### src/rtl/clock_pkg.sv
// rtl/clock_pkg.sv - shared digit limits and BCD type for the timekeeper
package clock_pkg;

  typedef logic [3:0] bcd_t;

  localparam int SEC_TEN_MAX       = 5;
  localparam int MIN_TEN_MAX       = 5;
  localparam int ONE_MAX           = 9;
  localparam int HOUR_TEN_MAX      = 2;
  localparam int HOUR_ONE_MAX_AT_2 = 3;

endpackage

### src/rtl/bcd_pair_counter.sv
// rtl/bcd_pair_counter.sv - two-digit BCD counter with configurable wrap point
module bcd_pair_counter
  import clock_pkg::*;
#(
  parameter int TEN_MAX     = 5,
  parameter int ONE_MAX     = 9,
  // ones limit that applies only when the tens digit is at TEN_MAX (hours stop at 23)
  parameter int TOP_ONE_MAX = ONE_MAX
) (
  input  logic clk,
  input  logic rst,
  input  logic i_inc,
  input  logic i_clr,
  output bcd_t o_ten,
  output bcd_t o_one,
  output logic o_wrap
);

  bcd_t r_ten;
  bcd_t r_one;
  logic w_top;
  logic w_at_max;

  assign w_top    = (r_ten >= bcd_t'(TEN_MAX));
  assign w_at_max = w_top && (r_one >= bcd_t'(TOP_ONE_MAX));
  assign o_wrap   = i_inc & w_at_max;
  assign o_ten    = r_ten;
  assign o_one    = r_one;

  // Advance the pair; any out-of-range digit collapses to 0 on its next update.
  always_ff @(posedge clk or posedge rst) begin
    if (rst) begin
      r_ten <= '0;
      r_one <= '0;
    end else if (i_clr) begin
      r_ten <= '0;
      r_one <= '0;
    end else if (i_inc) begin
      if (w_at_max || r_ten > bcd_t'(TEN_MAX)) begin
        r_ten <= '0;
        r_one <= '0;
      end else if (r_one >= bcd_t'(ONE_MAX)) begin
        r_one <= '0;
        r_ten <= w_top ? '0 : r_ten + 4'd1;
      end else begin
        r_one <= r_one + 4'd1;
      end
    end
  end

endmodule

### src/rtl/clock_timekeeper.sv
// rtl/clock_timekeeper.sv - 24-hour BCD time-of-day counter with set mode
module clock_timekeeper
  import clock_pkg::*;
#(
  parameter int CLK_DIV = 50_000_000,
  parameter int CNT_W   = 26
) (
  input  logic       clk,
  input  logic       rst,
  input  logic       enable_set,
  input  logic       btn_min,
  input  logic       btn_hour,
  input  logic       btn_sec_clr,
  output logic [3:0] h_ten,
  output logic [3:0] h_one,
  output logic [3:0] m_ten,
  output logic [3:0] m_one,
  output logic [3:0] s_ten,
  output logic [3:0] s_one,
  output logic       sec_pulse,
  output logic       min_pulse
);

  logic [CNT_W-1:0] r_prescaler;
  logic             r_prev_min;
  logic             r_prev_hour;
  logic             r_prev_sec_clr;
  logic             r_sec_pulse;
  logic             r_min_pulse;

  logic w_tick;
  logic w_pulse_min;
  logic w_pulse_hour;
  logic w_pulse_sec_clr;
  logic w_sec_wrap;
  logic w_min_wrap;
  logic w_hour_wrap;
  logic w_min_inc;
  logic w_hour_inc;

  // enable_set takes priority over a pending tick
  assign w_tick = !enable_set && (r_prescaler == CNT_W'(CLK_DIV - 1));

  assign w_pulse_min     = enable_set & btn_min     & ~r_prev_min;
  assign w_pulse_hour    = enable_set & btn_hour    & ~r_prev_hour;
  assign w_pulse_sec_clr = enable_set & btn_sec_clr & ~r_prev_sec_clr;

  // Set-mode increments never carry: the carry chain is gated by the tick.
  assign w_min_inc  = (w_tick & w_sec_wrap) | w_pulse_min;
  assign w_hour_inc = (w_tick & w_sec_wrap & w_min_wrap) | w_pulse_hour;

  // Prescaler: free-runs in run mode, parked at 0 while setting.
  always_ff @(posedge clk or posedge rst) begin
    if (rst) begin
      r_prescaler <= '0;
    end else if (enable_set || w_tick) begin
      r_prescaler <= '0;
    end else begin
      r_prescaler <= r_prescaler + CNT_W'(1);
    end
  end

  // Button history always tracks, even when presses are being ignored.
  always_ff @(posedge clk or posedge rst) begin
    if (rst) begin
      r_prev_min     <= 1'b0;
      r_prev_hour    <= 1'b0;
      r_prev_sec_clr <= 1'b0;
    end else begin
      r_prev_min     <= btn_min;
      r_prev_hour    <= btn_hour;
      r_prev_sec_clr <= btn_sec_clr;
    end
  end

  // Strobes line up with the digits they announce.
  always_ff @(posedge clk or posedge rst) begin
    if (rst) begin
      r_sec_pulse <= 1'b0;
      r_min_pulse <= 1'b0;
    end else begin
      r_sec_pulse <= w_tick;
      r_min_pulse <= w_tick & w_sec_wrap;
    end
  end

  bcd_pair_counter #(
    .TEN_MAX (SEC_TEN_MAX),
    .ONE_MAX (ONE_MAX)
  ) u_sec (
    .clk    (clk),
    .rst    (rst),
    .i_inc  (w_tick),
    .i_clr  (w_pulse_sec_clr),
    .o_ten  (s_ten),
    .o_one  (s_one),
    .o_wrap (w_sec_wrap)
  );

  bcd_pair_counter #(
    .TEN_MAX (MIN_TEN_MAX),
    .ONE_MAX (ONE_MAX)
  ) u_min (
    .clk    (clk),
    .rst    (rst),
    .i_inc  (w_min_inc),
    .i_clr  (1'b0),
    .o_ten  (m_ten),
    .o_one  (m_one),
    .o_wrap (w_min_wrap)
  );

  bcd_pair_counter #(
    .TEN_MAX     (HOUR_TEN_MAX),
    .ONE_MAX     (ONE_MAX),
    .TOP_ONE_MAX (HOUR_ONE_MAX_AT_2)
  ) u_hour (
    .clk    (clk),
    .rst    (rst),
    .i_inc  (w_hour_inc),
    .i_clr  (1'b0),
    .o_ten  (h_ten),
    .o_one  (h_one),
    .o_wrap (w_hour_wrap)
  );

  assign sec_pulse = r_sec_pulse;
  assign min_pulse = r_min_pulse;

  // End of day needs no consumer here.
  logic w_unused;
  assign w_unused = w_hour_wrap;

endmodule

### config.mk
export PLATFORM = sky130hd
export DESIGN_NAME = clock_timekeeper
export DESIGN_NICKNAME = d
export VERILOG_FILES = /design/src/rtl/clock_pkg.sv /design/src/rtl/bcd_pair_counter.sv /design/src/rtl/clock_timekeeper.sv
export SDC_FILE = /design/constraint.sdc
export NUM_CORES = 1
export LEC_CHECK = 0
export ABC_AREA = 1
export ABC_CLOCK_PERIOD_IN_PS = 1800
export CAP_MARGIN = 20
export CORE_UTILIZATION = 26
export DETAILED_ROUTE_END_ITERATION = 6
export PLACE_DENSITY = 0.45
export SYNTH_ARGS = -nofsm -noshare
export SYNTH_HDL_FRONTEND = slang
export SYNTH_SLANG_ARGS = --single-unit
### constraint.sdc
create_clock -name clk -period 1.8 [get_ports clk]
set_input_delay 0.36 -clock clk [delete_from_list [all_inputs] [get_ports clk]]
set_output_delay 0.36 -clock clk [all_outputs]
set_load 0.05 [all_outputs]
After elaboration in Yosys (flattened, before gate mapping)
Index checks and enable logic that the tools add are counted.
{"block": "word_totals", "ff_bits": 55, "latch_bits": 0, "ramBits": 0, "romBits": 0, "out_inout_bits": 26, "memories": 0}
{"block": "op_classes", "addsub": 7, "n_mul": 0, "div_mod_pow": 0, "magnitude_cmp": 10, "eq_ne": 1, "n_shift": 0, "n_mux": 20, "n_bitwise": 15, "reduce_logical": 16}
{"operator": "$mux W4", "n": 19}
{"operator": "$add A26 B1 Y26 const B", "n": 1}
{"operator": "$eq A26 B26 Y1 const B", "n": 1}
{"operator": "$mux W26", "n": 1}
{"operator": "$add A4 B1 Y4 const B", "n": 6}
{"operator": "$ge A4 B4 Y1 const B", "n": 3}
{"operator": "$and A1 B1 Y1", "n": 10}
{"operator": "$ge A4 B2 Y1 const B", "n": 2}
{"operator": "$ge A4 B3 Y1 const B", "n": 2}
{"operator": "$gt A4 B3 Y1 const B", "n": 2}
{"operator": "$reduce_and A2 Y1", "n": 3}
{"operator": "$reduce_bool A2 Y1", "n": 3}
{"operator": "$gt A4 B2 Y1 const B", "n": 1}
{"operator": "$logic_and A1 B1 Y1", "n": 4}
{"operator": "$logic_or A1 B1 Y1", "n": 4}
{"operator": "$not A1 Y1", "n": 3}
{"operator": "$reduce_bool A3 Y1", "n": 1}
{"operator": "$or A1 B1 Y1", "n": 2}
{"operator": "$logic_not A1 Y1", "n": 1}

Depth between registers and ports, before layout
{"block": "depth", "depth_word": 9, "ltp_mapped": 12, "mapped_depth_nobuf": 12}

Modules after synthesis
A second synthesis with hierarchy kept.
{"block": "unflattened", "hier_cells": 481, "hier_area_um2": 3559.7}
{"module": "clock_timekeeper", "n_inst": 1, "cells_each": 265, "area_each_um2": 1828.0, "seq_area_each_um2": 775.7}
{"module": "bcd_pair_counter at u_min ...", "n_inst": 2, "cells_each": 75, "area_each_um2": 606.8, "seq_area_each_um2": 200.2}
{"module": "bcd_pair_counter at u_hour", "n_inst": 1, "cells_each": 66, "area_each_um2": 518.0, "seq_area_each_um2": 200.2}

Worst setup path after synthesis
OpenSTA, ideal clock, no wires.
{"block": "synth_timing", "path_type": "flip-flop to flip-flop", "from": "reg u_sec.r_ten[0] (netlist: u_sec.o_ten[0])", "to": "reg u_min.r_ten[0] (netlist: u_min.o_ten[0])", "arrival_ps": 1841, "required_ps": 1680, "setup_slack_ps": -162, "path_stages_with_launch": 11, "n_path_buf": 0, "period_less_slack_ps": 1962, "path_cell_list": "dfrtp_1 -> inv_1 -> ha_1 -> o21ai_1 -> nor2_1 -> nor2_1 -> nand3_2 -> nand2_4 -> nand2_4 -> nand2_1 -> o21ai_2"}
{"block": "synth_between", "elab_chain_cells": 6}
{"element": "from (decl)", "line_no": "bcd_pair_counter.sv:19", "source": "bcd_t r_ten;"}
{"element": "from (signal assigned)", "line_no": "bcd_pair_counter.sv:44", "source": "r_ten <= w_top ? '0 : r_ten + 4'd1;"}
{"element": "$ge A4 B3 Y1", "line_no": "bcd_pair_counter.sv:24", "source": "assign w_top = (r_ten >= bcd_t'(TEN_MAX));"}
{"element": "$logic_and A1 B1 Y1", "line_no": "bcd_pair_counter.sv:25", "source": "assign w_at_max = w_top && (r_one >= bcd_t'(TOP_ONE_MAX));"}
{"element": "$and A1 B1 Y1", "line_no": "bcd_pair_counter.sv:26", "source": "assign o_wrap = i_inc & w_at_max;"}
{"element": "$and A1 B1 Y1", "line_no": "clock_timekeeper.sv:49", "source": "assign w_min_inc = (w_tick & w_sec_wrap) | w_pulse_min;"}
{"element": "$or A1 B1 Y1", "line_no": "clock_timekeeper.sv:49"}
{"element": "$reduce_and A2 Y1 (no line)"}
{"element": "to (signal assigned)", "line_no": "bcd_pair_counter.sv:44"}
{"element": "to (decl)", "line_no": "bcd_pair_counter.sv:19"}
No other way between the ends.
A chain may end at the register's enable or synchronous reset.

Final worst setup path
{"block": "layout_timing", "from": "reg u_min.r_ten[0] (netlist: u_min.o_ten[0])", "to": "reg u_hour.r_one[0] (netlist: u_hour.o_one[0])"}
{"block": "layout_between", "elab_chain_cells": 5}
{"element": "$ge A4 B3 Y1", "line_no": "bcd_pair_counter.sv:24"}
{"element": "$logic_and A1 B1 Y1", "line_no": "bcd_pair_counter.sv:25"}
{"element": "$and A1 B1 Y1", "line_no": "bcd_pair_counter.sv:26"}
{"element": "$and A1 B1 Y1", "line_no": "clock_timekeeper.sv:50", "source": "assign w_hour_inc = (w_tick & w_sec_wrap & w_min_wrap) | w_pulse_hour;"}
{"element": "$or A1 B1 Y1", "line_no": "clock_timekeeper.sv:50"}
{"element": "to (signal assigned)", "line_no": "bcd_pair_counter.sv:46", "source": "r_one <= r_one + 4'd1;"}
{"element": "to (decl)", "line_no": "bcd_pair_counter.sv:20", "source": "bcd_t r_one;"}
No other way between the ends.

==> summary.md <==
| Metric | Value |
|---|---|
| Period minus WS final | `~1700 ps` |
| Clock transition at the registers of the reported paths | `about 70 ps` |
| Ys Warns | `0` |
| Status | `complete, no violations` |
| Clock Latency Late Sink | `approximately 290 ps` |
| Max Used Layer | `met4` |
| Final setup fails | `0` |
| Avg Vias per Cell | `~4.3` |
| Most frequent cell after synthesis | `nand2_1` |
| Synth unique cells | `32` |
| Crit path capture type | `register` |
| Asr flop ratio synth | `100%` |
| Area of the multi-input gates | `1610 um2` |
| First-pass GRT wire length | `12300 um` |
| Fin nets | `489` |
| CTS root buffer | `clkbuf_16` |
| Tcrit/Tclk final | `94.4%` |
| Die Wd | `112 um` |
| Vias in the first global route | `between 2000 and 3000` |
| Clk pwr share | `between 20 and 30%` |
| Ys flop type | `dfrtp_1` |
| Initial Util | `roughly 27%` |
| Metal-1 WL | `between 3000 and 4000 um` |
| Drt wl/cell | `11.6 um` |
| 1st-pass router iterations | `4` |
| Dpl cell area | `3850 um2` |
| Critical Path RT | `around 2000 ps` |
| Post-Route Skew | `~6.4 ps` |
| Clk sink count | `55` |
| WL met3 | `about 190 um` |
| CP Launch Type | `register` |
| Slew HR | `81.0%` |
| Net Count, Synth | `around 420` |
| Yosys reg bits | `55` |
| Max_cap viols | `0` |
| CTS Buffer Depth | `2` |
| Final ANT Viol Nets | `0` |
| DR iter-0 viols | `99` |
| Cell area after synthesis | `around 3200 um2` |
| Commonest cells post-synth | `nand2_1 (82), nor2_1 (57), dfrtp_1 (55)` |
| Initial antenna violation count | `0` |
| Largest area contributor in the netlist | `dfrtp_1` |
| Total grt overflow | `0` |
| Power Dens Cells | `1190 nW/um2` |
| Layout cells sized above 1 | `26.4%` |
| HPWL after DPL | `5320 um` |
| Proportion of power drawn by combinational gates | `approximately 41%` |
| Least-Margin Pin Slew | `around 280 ps` |
| Die Y | `112 um` |
| CTS Buf Count | `5` |
| Fin Setup TNS | `0 ps` |
| H-tree levels | `2` |
| Slew Limit Fails | `0` |
| Diode count | `0` |
| CP max FO | `7` |
| Total core area | `11700 um2` |
| CTS tree | `yes` |
| Data arrival, critical path | `~1900 ps` |
| Hold Crit Class | `in -> async` |
| Core Util, Final | `a little over a third` |
| Synth top area share | `between 40% and 50%` |
| WL final | `7040 um` |
| Crit path kind | `reg -> reg` |
| Post-synth EDFFs | `0` |
| Hold Vio Cnt, Final | `0` |
| Switching share of power | `between 40% and 50%` |
| DR WL met2 | `between 3000 and 4000 um` |
| # rows | `39` |
| Reg power frac | `around 33%` |
| Avg Cell Area, Syn | `~8 um2` |
| Fmax | `around 0.59 GHz` |
| FF+latch area | `about 1400 um2` |
| Psw | `around 2.0 mW` |
| Cells after synthesis | `about 400` |
| Area growth, synth to finish | `30.5%` |
| Number of port buffers | `31` |
| Largest cells by area after synthesis | `dfrtp_1 (43%), nand2_1 (9.7%), ha_1 (7.1%)` |
| Placer congestion estimate | `0.789` |
| Die area | `~13000 um2` |
| Number of I/O pins | `32` |
| Max VDD drop | `between 700 and 800 uV` |
| Fin area | `just over 4000 um2` |
| Leakage | `2.09 nW` |
| Number of remaining DRC errors | `0` |
| CTS Hold Bufs | `0` |
| Int Power | `approximately 3 mW` |
| Sequential area share after synthesis | `between 40% and 50%` |
| Fill cell count | `between 1000 and 1500` |
| Routed via count | `~2600` |
| Largest net degree at the start of global routing | `48` |
| Tot GR Track Use | `12.1%` |
[state kept, by name (all words and copies together) (netlist names)]
signal,cells
r_prescaler,26
u_hour.o_one,4
u_hour.o_ten,4
u_min.o_one,4
u_min.o_ten,4
u_sec.o_one,4
u_sec.o_ten,4
min_pulse,1
r_prev_hour,1
r_prev_min,1
r_prev_sec_clr,1
sec_pulse,1
[worst max-delay path: stages (launching register included)]
cell,delay [ps]
dfrtp_2,380
inv_1,60
ha_1,210
o21ai_2,190
nor2_2,70
nor2_2,190
nand4_4,130
nand2_4,110
buf_12,120
inv_2,40
nand2_1,50
nand2_1,50
[routing by layer]
metal  global-route usage (%)  vias up
met2                     20.2       31
met1                     15.9     1214
met5                        0        -
li1                         -     1386
met3                     2.75        5
met4                     2.58        0
[cells by family after synthesis]
group           after synthesis  share of synthesized area (%)
fa+ha+maj                    18                           7.10
buf+inv                      65                           8.05
simple gates                208                           30.5
xor+xnor                     12                           3.31
compound gates               40                           7.61
flops                        55                           43.4
[cells in the final DEF, fill, tap and decap left out, types with 7 or more instances in the layout]
cell     count
nand2_1     81
nand3_1     24
nor2_1      55
dfrtp_1     44
buf_4       52
ha_1        17
nor3_1      12
xor2_1      10
o21ai_0      9
o21ai_2     11
nor2_2       7
inv_1       52
inv_2        9
a21oi_1     10
nand4_1      7
dfrtp_2     11
[final timing paths]
check                                startpoint              end  cells past startpoint  slack (ps)
min in group clk                u_hour.o_ten[2]  u_hour.o_ten[2]                      2         510
worst min-delay path                        rst  u_hour.o_ten[2]                      2         300
worst max register to register   u_min.o_ten[0]  u_hour.o_one[0]                     11         100
worst min register to register  u_hour.o_ten[2]  u_hour.o_ten[2]                      2         510
worst max-delay path             u_min.o_ten[0]  u_hour.o_one[0]                     11         100
max in group asynchronous                   rst   u_min.o_one[1]                      3         960
[through the flow]
stage	setup slack [ps]	instances	hold slack (ps)	power, mW
after floorplan	-21.6	398	391	3.01
after global placement	-8.62	598	491	3.65
after detailed placement	-25.4	598	494	3.67
after CTS	34.0	606	310	4.95
after global routing	-6.07	609	320	5.27
final	101	609	302	4.94
[what timing repair did]
item	in CTS	in global routing
hold endpoints to repair	0	0
setup buffers	0	3
resized for setup	0	14
endpoints found under the setup margin	0	19
[power by group through the flow]
stage               registers (mW)  clock network, mW  logic (mW)
floorplan                     2.27                  0       0.737
global placement              1.66                  0        1.99
detailed placement            1.67                  0        2.00
CTS                           1.64               1.30        2.01
global route                  1.67               1.35        2.24
finish                        1.64               1.25        2.04
[cell type report]
cell class,count,share of cell area (%)
multi-input combinational,278,38.8
sequential,55,33.6
timing repair buffer,62,13.1
inverter,63,5.71
tap,143,4.32
clock buffer,6,3.11
clock inverter,2,1.45
Power figures use the tool's default switching activity.
